**src/rtl/timer_counter_if.sv**
```systemverilog
// Control and status signals between the timer register block (master) and the timer core (slave).
interface timer_counter_if #(
    parameter int CNT_W = 8
);
    logic             en;
    logic             load;
    logic             updown;
    logic [1:0]       cks;
    logic [CNT_W-1:0] tdr;
    logic [CNT_W-1:0] cnt;
    logic             ovf_trig;
    logic             udf_trig;

    modport master (
        output en, load, updown, cks, tdr,
        input  cnt, ovf_trig, udf_trig
    );

    modport slave (
        input  en, load, updown, cks, tdr,
        output cnt, ovf_trig, udf_trig
    );
endinterface

```
**src/rtl/timer_counter.sv**
```systemverilog
// 8-bit up/down prescaled timer core with registered one-cycle overflow/underflow pulses.
// Define TIMER_PRESCALE_EN to build the cks-selected prescaler; otherwise the counter steps every enabled pclk.
module timer_counter #(
    parameter int CNT_W = 8,
    parameter int PRE_W = 4
) (
    input  logic            pclk,
    input  logic            preset_n,
    timer_counter_if.slave  bus
);

    localparam logic [CNT_W-1:0] CNT_ONE = {{(CNT_W-1){1'b0}}, 1'b1};

    logic [CNT_W-1:0] cnt_q;
    logic             ovf_q;
    logic             udf_q;
    logic             tick;

`ifdef TIMER_PRESCALE_EN
    localparam logic [PRE_W-1:0] PRE_ONE = {{(PRE_W-1){1'b0}}, 1'b1};

    logic [PRE_W-1:0] pre;
    logic [PRE_W-1:0] pre_mask;

    // cks selects how many low prescaler bits must all be set: /2, /4, /8, /16
    always_comb begin
        pre_mask = '0;
        for (int i = 0; i < PRE_W; i++) begin
            pre_mask[i] = (i <= int'(bus.cks));
        end
    end

    assign tick = bus.en && !bus.load && ((pre & pre_mask) == pre_mask);

    always_ff @(posedge pclk or negedge preset_n) begin
        if (!preset_n) begin
            pre <= '0;
        end else if (bus.load) begin
            pre <= '0;
        end else if (bus.en) begin
            pre <= pre + PRE_ONE;
        end
    end
`else
    logic unused_cks;

    assign unused_cks = ^bus.cks;
    assign tick       = bus.en && !bus.load;
`endif

    // Load overrides counting; a wrap is flagged in the cycle after the wrapping edge
    always_ff @(posedge pclk or negedge preset_n) begin
        if (!preset_n) begin
            cnt_q <= '0;
            ovf_q <= 1'b0;
            udf_q <= 1'b0;
        end else begin
            ovf_q <= 1'b0;
            udf_q <= 1'b0;
            if (bus.load) begin
                cnt_q <= bus.tdr;
            end else if (tick) begin
                if (!bus.updown) begin
                    cnt_q <= cnt_q + CNT_ONE;
                    ovf_q <= (cnt_q == {CNT_W{1'b1}});
                end else begin
                    cnt_q <= cnt_q - CNT_ONE;
                    udf_q <= (cnt_q == {CNT_W{1'b0}});
                end
            end
        end
    end

    assign bus.cnt      = cnt_q;
    assign bus.ovf_trig = ovf_q;
    assign bus.udf_trig = udf_q;

endmodule

```
**src/flat_wrapper.sv**
```systemverilog
// flat-port wrapper written by rule: the top's interface ports become plain ports
module timer_counter_flat 
#(
    parameter int CNT_W = 8,
    parameter int PRE_W = 4
)
  (pclk, preset_n, bus_en, bus_load, bus_updown, bus_cks, bus_tdr, bus_cnt, bus_ovf_trig, bus_udf_trig);
  timer_counter_if #(.CNT_W(CNT_W)) bus_i ();
  input  logic pclk;
  input  logic preset_n;
  input wire logic [$bits(bus_i.en)-1:0] bus_en;
  input wire logic [$bits(bus_i.load)-1:0] bus_load;
  input wire logic [$bits(bus_i.updown)-1:0] bus_updown;
  input wire logic [$bits(bus_i.cks)-1:0] bus_cks;
  input wire logic [$bits(bus_i.tdr)-1:0] bus_tdr;
  output wire logic [$bits(bus_i.cnt)-1:0] bus_cnt;
  output wire logic [$bits(bus_i.ovf_trig)-1:0] bus_ovf_trig;
  output wire logic [$bits(bus_i.udf_trig)-1:0] bus_udf_trig;
  assign bus_i.en = bus_en;
  assign bus_i.load = bus_load;
  assign bus_i.updown = bus_updown;
  assign bus_i.cks = bus_cks;
  assign bus_i.tdr = bus_tdr;
  assign bus_cnt = bus_i.cnt;
  assign bus_ovf_trig = bus_i.ovf_trig;
  assign bus_udf_trig = bus_i.udf_trig;
  timer_counter #(.CNT_W(CNT_W), .PRE_W(PRE_W)) u_core (.pclk(pclk), .preset_n(preset_n), .bus(bus_i));
endmodule
```
**config.mk**
```make
export PLATFORM = sky130hd
export DESIGN_NAME = timer_counter_flat
export DESIGN_NICKNAME = d
export VERILOG_FILES = /design/src/rtl/timer_counter_if.sv /design/src/rtl/timer_counter.sv /design/src/flat_wrapper.sv
export SDC_FILE = /design/constraint.sdc
export NUM_CORES = 1
export LEC_CHECK = 0
export CAP_MARGIN = 20
export CORE_ASPECT_RATIO = 1.2
export CORE_MARGIN = 2
export CORE_UTILIZATION = 48
export DETAILED_ROUTE_END_ITERATION = 16
export GPL_TIMING_DRIVEN = 0
export MAX_ROUTING_LAYER = met4
export PLACE_DENSITY = 0.9
export SYNTH_ARGS = -nofsm -noshare
export SYNTH_HDL_FRONTEND = slang
export SYNTH_SLANG_ARGS = --single-unit
```
**constraint.sdc**
```tcl
create_clock -name pclk -period 3.84 [get_ports pclk]
set_clock_uncertainty 0.15 [all_clocks]
set_input_delay 0.96 -clock pclk [delete_from_list [all_inputs] [get_ports pclk]]
set_output_delay 0.96 -clock pclk [all_outputs]
set_load 0.005 [all_outputs]
```
After elaboration in Yosys (flattened, before gate mapping)
Cells that the tools add are included.
{ "totals": {"output_inout_bits": 10, "inputBits": 15, "regBits": 10} }
{ "op_classes": {"n_eq_ne": 1, "reduce_logical": 4, "addsub": 2, "mux": 9} }
{ "op_table": {"columns": ["cell", "count"], "rows": [
  ["2-to-1 mux 8 bit", 3],
  ["adder 8 x 1 -> 8 bit (second input constant)", 1],
  ["equality test 8 bit (second input constant)", 1],
  ["zero test 8 bit", 1],
  ["subtractor 8 x 1 -> 8 bit (second input constant)", 1],
  ["2-to-1 mux 1 bit", 6],
  ["nonzero test 2 bit", 1],
  ["logical AND 1 bit", 1],
  ["zero test 1 bit", 1]
]} }

Longest topological paths before layout
{ "logic_depth": {"depth_word": 4, "mapped_depth": 7, "ltp_nobuf": 7} }

Least setup slack after synthesis
No wires, ideal clock.
{ "synth_timing": {"path_kind": "input to register", "startpoint": "input bus_updown", "endpoint": "register u_core.cnt_q[7], in the netlist u_core.bus.cnt[7]", "n_path_buf": 0, "arrival_time_ns": 2.302, "required_time_ns": 3.566, "cell_stages": 6, "path_slack_ns": 1.265, "path_cell_list": "ha_1 > a211oi_2 > nor3_1 > or4_4 > a21oi_1 > nor3b_2"} }
{ "synth_between": {"elab_chain_cells": 3} }
{ "synth_rtl": {"columns": ["element", "line_no", "source"], "rows": [
  ["from (decl)", "flat_wrapper.sv:13", "input wire logic [$bits(bus_i.updown)-1:0] bus_updown;"],
  ["2-to-1 mux 8 bit", "timer_counter.sv:63", "if (!bus.updown) begin"],
  ["2-to-1 mux 8 bit", "timer_counter.sv:62", "end else if (tick) begin"],
  ["2-to-1 mux 8 bit", "timer_counter.sv:60", "if (bus.load) begin"],
  ["to (signal assigned)", "timer_counter.sv:61", "cnt_q <= bus.tdr;"],
  ["to (signal assigned)", "timer_counter.sv:64", "cnt_q <= cnt_q + CNT_ONE;"],
  ["to (signal assigned)", "timer_counter.sv:67", "cnt_q <= cnt_q - CNT_ONE;"],
  ["to (decl)", "timer_counter.sv:14", "logic [CNT_W-1:0] cnt_q;"]
]} }
No other way between the ends. The select of a mux whose other input is x is not followed.
A chain may end at the register's enable or synchronous reset.

Final worst setup path
Same ends and word-level chain as after synthesis.

==> impl_results.html <==
<table>
<tr><th>Metric</th><th>Value</th></tr>
<tr><th colspan="2">Floorplanning</th></tr>
<tr><td>Initial core utilization</td><td>approximately 50%</td></tr>
<tr><td>Die H</td><td>~48 um</td></tr>
<tr><td>Standard-cell rows</td><td>16</td></tr>
<tr><td>Die area</td><td>between 1500 and 2000 um^2</td></tr>
<tr><td>Die Span X</td><td>around 41 um</td></tr>
<tr><td>IO Pins</td><td>25</td></tr>
<tr><td>Core Area</td><td>1580 um^2</td></tr>
<tr><th colspan="2">GRT</th></tr>
<tr><td>Pin count of the biggest net entering global routing</td><td>11</td></tr>
<tr><td>Sum of overflow across all layers after global routing</td><td>0</td></tr>
<tr><td>Antenna violations before repair</td><td>0</td></tr>
<tr><td>Met2 capacity usage during global routing</td><td>approximately a third</td></tr>
<tr><td>GRT met1 Usage</td><td>30.1%</td></tr>
<tr><td>Combined global-route utilization of all metal layers</td><td>23.4%</td></tr>
<tr><td>Busiest grt layer</td><td>met2</td></tr>
<tr><td>Vias in the first global route</td><td>~760</td></tr>
<tr><td>Wire length of the first global-routing pass</td><td>between 3000 and 4000 um</td></tr>
<tr><td>GR Util met3</td><td>under 10%</td></tr>
<tr><th colspan="2">STA</th></tr>
<tr><td>Final worst path period need</td><td>3.18 ns</td></tr>
<tr><td>Max Transition Viols Final</td><td>0</td></tr>
<tr><td>Unrepaired setup endpoints after global routing</td><td>no</td></tr>
<tr><td>Final-layout worst hold slack</td><td>roughly 0.37 ns</td></tr>
<tr><td>Timing-limited maximum frequency</td><td>around 310 MHz</td></tr>
<tr><td>Worst-case headroom to the max-slew limit</td><td>a little over two thirds</td></tr>
<tr><td>Total Neg Setup Slack</td><td>0 ns</td></tr>
<tr><td>Slew at the pin closest to its max-slew limit</td><td>about 0.46 ns</td></tr>
<tr><td>Final Hold Violating Endpoints</td><td>0</td></tr>
<tr><td>Number of failing setup endpoints in the final timing report</td><td>0</td></tr>
<tr><td>Final Cycle Share</td><td>just over 80%</td></tr>
<tr><th colspan="2">Status</th></tr>
<tr><td>Run status</td><td>completed</td></tr>
<tr><th colspan="2">Yosys</th></tr>
<tr><td>Mean instance size in the synthesized netlist</td><td>about 8.7 um^2</td></tr>
<tr><td>Register area share after synthesis</td><td>a little under a third</td></tr>
<tr><td>Flip-flop cell with the highest count after synthesis</td><td>sky130_fd_sc_hd__dfrtp_1</td></tr>
<tr><td>Cells after Synth</td><td>91</td></tr>
<tr><td>Share of the synthesized area in the top cell type</td><td>31.7%</td></tr>
<tr><td>Number of flip-flops and latches in the synthesized netlist</td><td>10</td></tr>
<tr><td>Number of enable-type register cells in the synthesized netlist</td><td>0</td></tr>
<tr><td>Number of distinct library cells after synthesis</td><td>33</td></tr>
<tr><td>Cell accounting for the most synthesized area</td><td>sky130_fd_sc_hd__dfrtp_1</td></tr>
<tr><td>Async S/R FF share, synth</td><td>100%</td></tr>
<tr><td>YS warnings</td><td>0</td></tr>
<tr><td>Syn_nets</td><td>roughly 110</td></tr>
<tr><td>Cell Area, Synth</td><td>roughly 800 um^2</td></tr>
<tr><td>Commonest cells post-synth</td><td>10 x sky130_fd_sc_hd__dfrtp_1, 10 x sky130_fd_sc_hd__nand2_1, 7 x sky130_fd_sc_hd__a21oi_1</td></tr>
<tr><td>Top cells by area, synth</td><td>sky130_fd_sc_hd__dfrtp_1 32%, sky130_fd_sc_hd__ha_1 9.5%, sky130_fd_sc_hd__nand2_1 4.8%</td></tr>
<tr><th colspan="2">Critical path</th></tr>
<tr><td>Data arrival time of the critical path</td><td>between 3 and 4 ns</td></tr>
<tr><td>Type of origin of the critical path</td><td>primary input</td></tr>
<tr><td>Cell with the largest stage delay on the worst path</td><td>sky130_fd_sc_hd__clkdlybuf4s50_1</td></tr>
<tr><td>Required time at the endpoint of the critical path</td><td>~3.8 ns</td></tr>
<tr><td>Total buffers and inverters traversed by the critical path</td><td>1</td></tr>
<tr><td>Nature of the critical path endpoint</td><td>flip-flop</td></tr>
<tr><td>Crit-path cells</td><td>clkdlybuf4s50_1 -&gt; ha_1 -&gt; o21ai_0 -&gt; nor3_1 -&gt; or4_4 -&gt; a21oi_1 -&gt; nor3b_2</td></tr>
<tr><td>Register-to-Register Setup Slack</td><td>between 1.5 and 2 ns</td></tr>
<tr><td>Dominant delay contributor by cell family on the critical path</td><td>buffers and inverters</td></tr>
<tr><td>Critical Path Max Stage Delay</td><td>0.69 ns</td></tr>
<tr><td>Class of the most critical setup path</td><td>primary input to flip-flop</td></tr>
<tr><td>Largest fanout of any net on the critical path</td><td>9</td></tr>
<tr><th colspan="2">Finish</th></tr>
<tr><td>Area taken by flip-flops and latches</td><td>about 250 um^2</td></tr>
<tr><td>Relative area change from synthesis to final layout</td><td>33.7%</td></tr>
<tr><td>Layout fillers</td><td>~140</td></tr>
<tr><td>Total Nets Final</td><td>140</td></tr>
<tr><td>Total area of multi-input combinational cells</td><td>between 500 and 600 um^2</td></tr>
<tr><td>Diodes inserted</td><td>0</td></tr>
<tr><td>Proportion of layout cells with a drive suffix above 1</td><td>roughly 8.6%</td></tr>
<tr><th colspan="2">Clocking</th></tr>
<tr><td>H-tree lvl count</td><td>1</td></tr>
<tr><td>Buffers from clock root to sink, at most</td><td>2</td></tr>
<tr><td>Worst-Skew Late Latency</td><td>0.27 ns</td></tr>
<tr><td>Buffer cell driving the clock tree root</td><td>sky130_fd_sc_hd__clkbuf_4</td></tr>
<tr><td>Clock tree from TritonCTS</td><td>done</td></tr>
<tr><td>Post-CTS Resized</td><td>0</td></tr>
<tr><td>Number of sinks handled by clock tree synthesis</td><td>10</td></tr>
<tr><td>Setup bufs post-CTS</td><td>0</td></tr>
<tr><td>Clock transition at the registers of the reported paths</td><td>0.05 ns</td></tr>
<tr><td>CTS hold repair buffers</td><td>0</td></tr>
<tr><td>Number of buffers inserted during clock tree synthesis</td><td>3</td></tr>
<tr><th colspan="2">Detailed routing</th></tr>
<tr><td>Remaining antenna violation count after routing</td><td>0</td></tr>
<tr><td>Drt first pass iters</td><td>4</td></tr>
<tr><td>Average vias per placed instance</td><td>between 5 and 6</td></tr>
<tr><td>Vias after detailed routing</td><td>around 800</td></tr>
<tr><td>DRC violation total after the first TritonRoute iteration</td><td>19</td></tr>
<tr><td>Routed length per placed instance</td><td>14.4 um</td></tr>
<tr><td>DR DRC count</td><td>0</td></tr>
<tr><td>Total Wirelength</td><td>around 1900 um</td></tr>
<tr><th colspan="2">Place</th></tr>
<tr><td>Port Buffer Count</td><td>22</td></tr>
<tr><td>HPWL after detailed placement</td><td>~1500 um</td></tr>
<tr><td>Routability congestion estimate from global placement</td><td>0.882</td></tr>
<tr><th colspan="2">Flow run</th></tr>
<tr><td>Number of violations of the max-capacitance limit</td><td>0</td></tr>
<tr><th colspan="2">Pwr</th></tr>
<tr><td>Power Density</td><td>~340 nW/um^2</td></tr>
<tr><td>Total Power Consumption</td><td>around 0.36 mW</td></tr>
<tr><td>Peak supply drop</td><td>between 0.15 and 0.2 mV</td></tr>
<tr><td>Leakage</td><td>0.440 nW</td></tr>
<tr><th colspan="2">Hold path</th></tr>
<tr><td>Worst min-delay path class</td><td>flip-flop to flip-flop</td></tr>
</table>
## cell type report
class | count | area share, %
buffer | 2 | 1.43
clock buffer | 3 | 2.14
inverter | 5 | 1.78
multi-input combinational | 74 | 47.9
sequential | 10 | 23.8
tap | 18 | 2.14
timing repair buffer | 22 | 20.9
## report_power, final
part	switching (mW)	internal (mW)	leakage, nW
registers	0.0195	0.118	0.122
clock network	0.0356	0.0362	0.0138
logic	0.0693	0.0820	0.304
## path summary, 6_finish.rpt
kind	startpoint	endpoint	cells after the start
max reg2reg	u_core.bus.cnt[1]	u_core.bus.cnt[7]	6
min	u_core.bus.cnt[7]	u_core.bus.udf_trig	1
min in group asynchronous	preset_n	u_core.bus.cnt[5]	1
max in group asynchronous	preset_n	u_core.bus.cnt[7]	1
min reg2reg	u_core.bus.cnt[7]	u_core.bus.udf_trig	1
max	bus_updown	u_core.bus.cnt[7]	7
## through the flow
step	cell area (um^2)	worst slack, ns	cells	utilization, %
after global routing	1050	0.584	134	66.6
after global placement	1030	0.484	131	65.2
final	1050	0.659	134	66.6
after CTS	1050	0.698	134	66.6
after detailed placement	1030	0.414	131	65.2
after floorplan	788	1.26	91	-
## layer usage
layer	wire, um	share of wire (%)
met2	933	48
met1	844	44
met4	29	1.5
met3	118	6.1
met5	0	0
## cells in the final DEF (no fill, tap or decap), types with 2 or more instances in the layout
master                            Yosys  final
sky130_fd_sc_hd__nand2_1             10     10
sky130_fd_sc_hd__a21oi_1              7      7
sky130_fd_sc_hd__clkbuf_4             0      3
sky130_fd_sc_hd__dfrtp_1             10     10
sky130_fd_sc_hd__o21a_1               2      2
sky130_fd_sc_hd__nor2b_1              2      2
sky130_fd_sc_hd__inv_1                5      5
sky130_fd_sc_hd__nor3_1               3      3
sky130_fd_sc_hd__o211ai_1             2      2
sky130_fd_sc_hd__nand3_1              5      5
sky130_fd_sc_hd__ha_1                 6      6
sky130_fd_sc_hd__clkdlybuf4s50_1      0     22
sky130_fd_sc_hd__nor4_1               2      2
sky130_fd_sc_hd__a2bb2oi_1            2      2
sky130_fd_sc_hd__nor2_1               6      6
sky130_fd_sc_hd__o21ai_0              6      6
sky130_fd_sc_hd__or3_1                2      2
sky130_fd_sc_hd__nand4_1              4      4
## flip-flops by register name (all words and copies together), names as in the netlist
register / count
u_core.bus.cnt: 8
u_core.bus.ovf_trig: 1
u_core.bus.udf_trig: 1
## kinds of logic (layout without fill, tap and decap cells)
group / count (synthesis) / in the layout / share of synthesized area, %
and+or+nand+nor: 36 / 36 / 23.6
muxes: 2 / 2 / 2.70
xor gates and xnor gates: 1 / 1 / 1.11
AOI/OAI and AO/OA: 28 / 28 / 24.4
DFF: 10 / 10 / 31.7
adders and majority gates: 7 / 7 / 12.1
buffers and inverters: 7 / 32 / 4.29
Note: power is estimated with default switching activity, not from simulation.
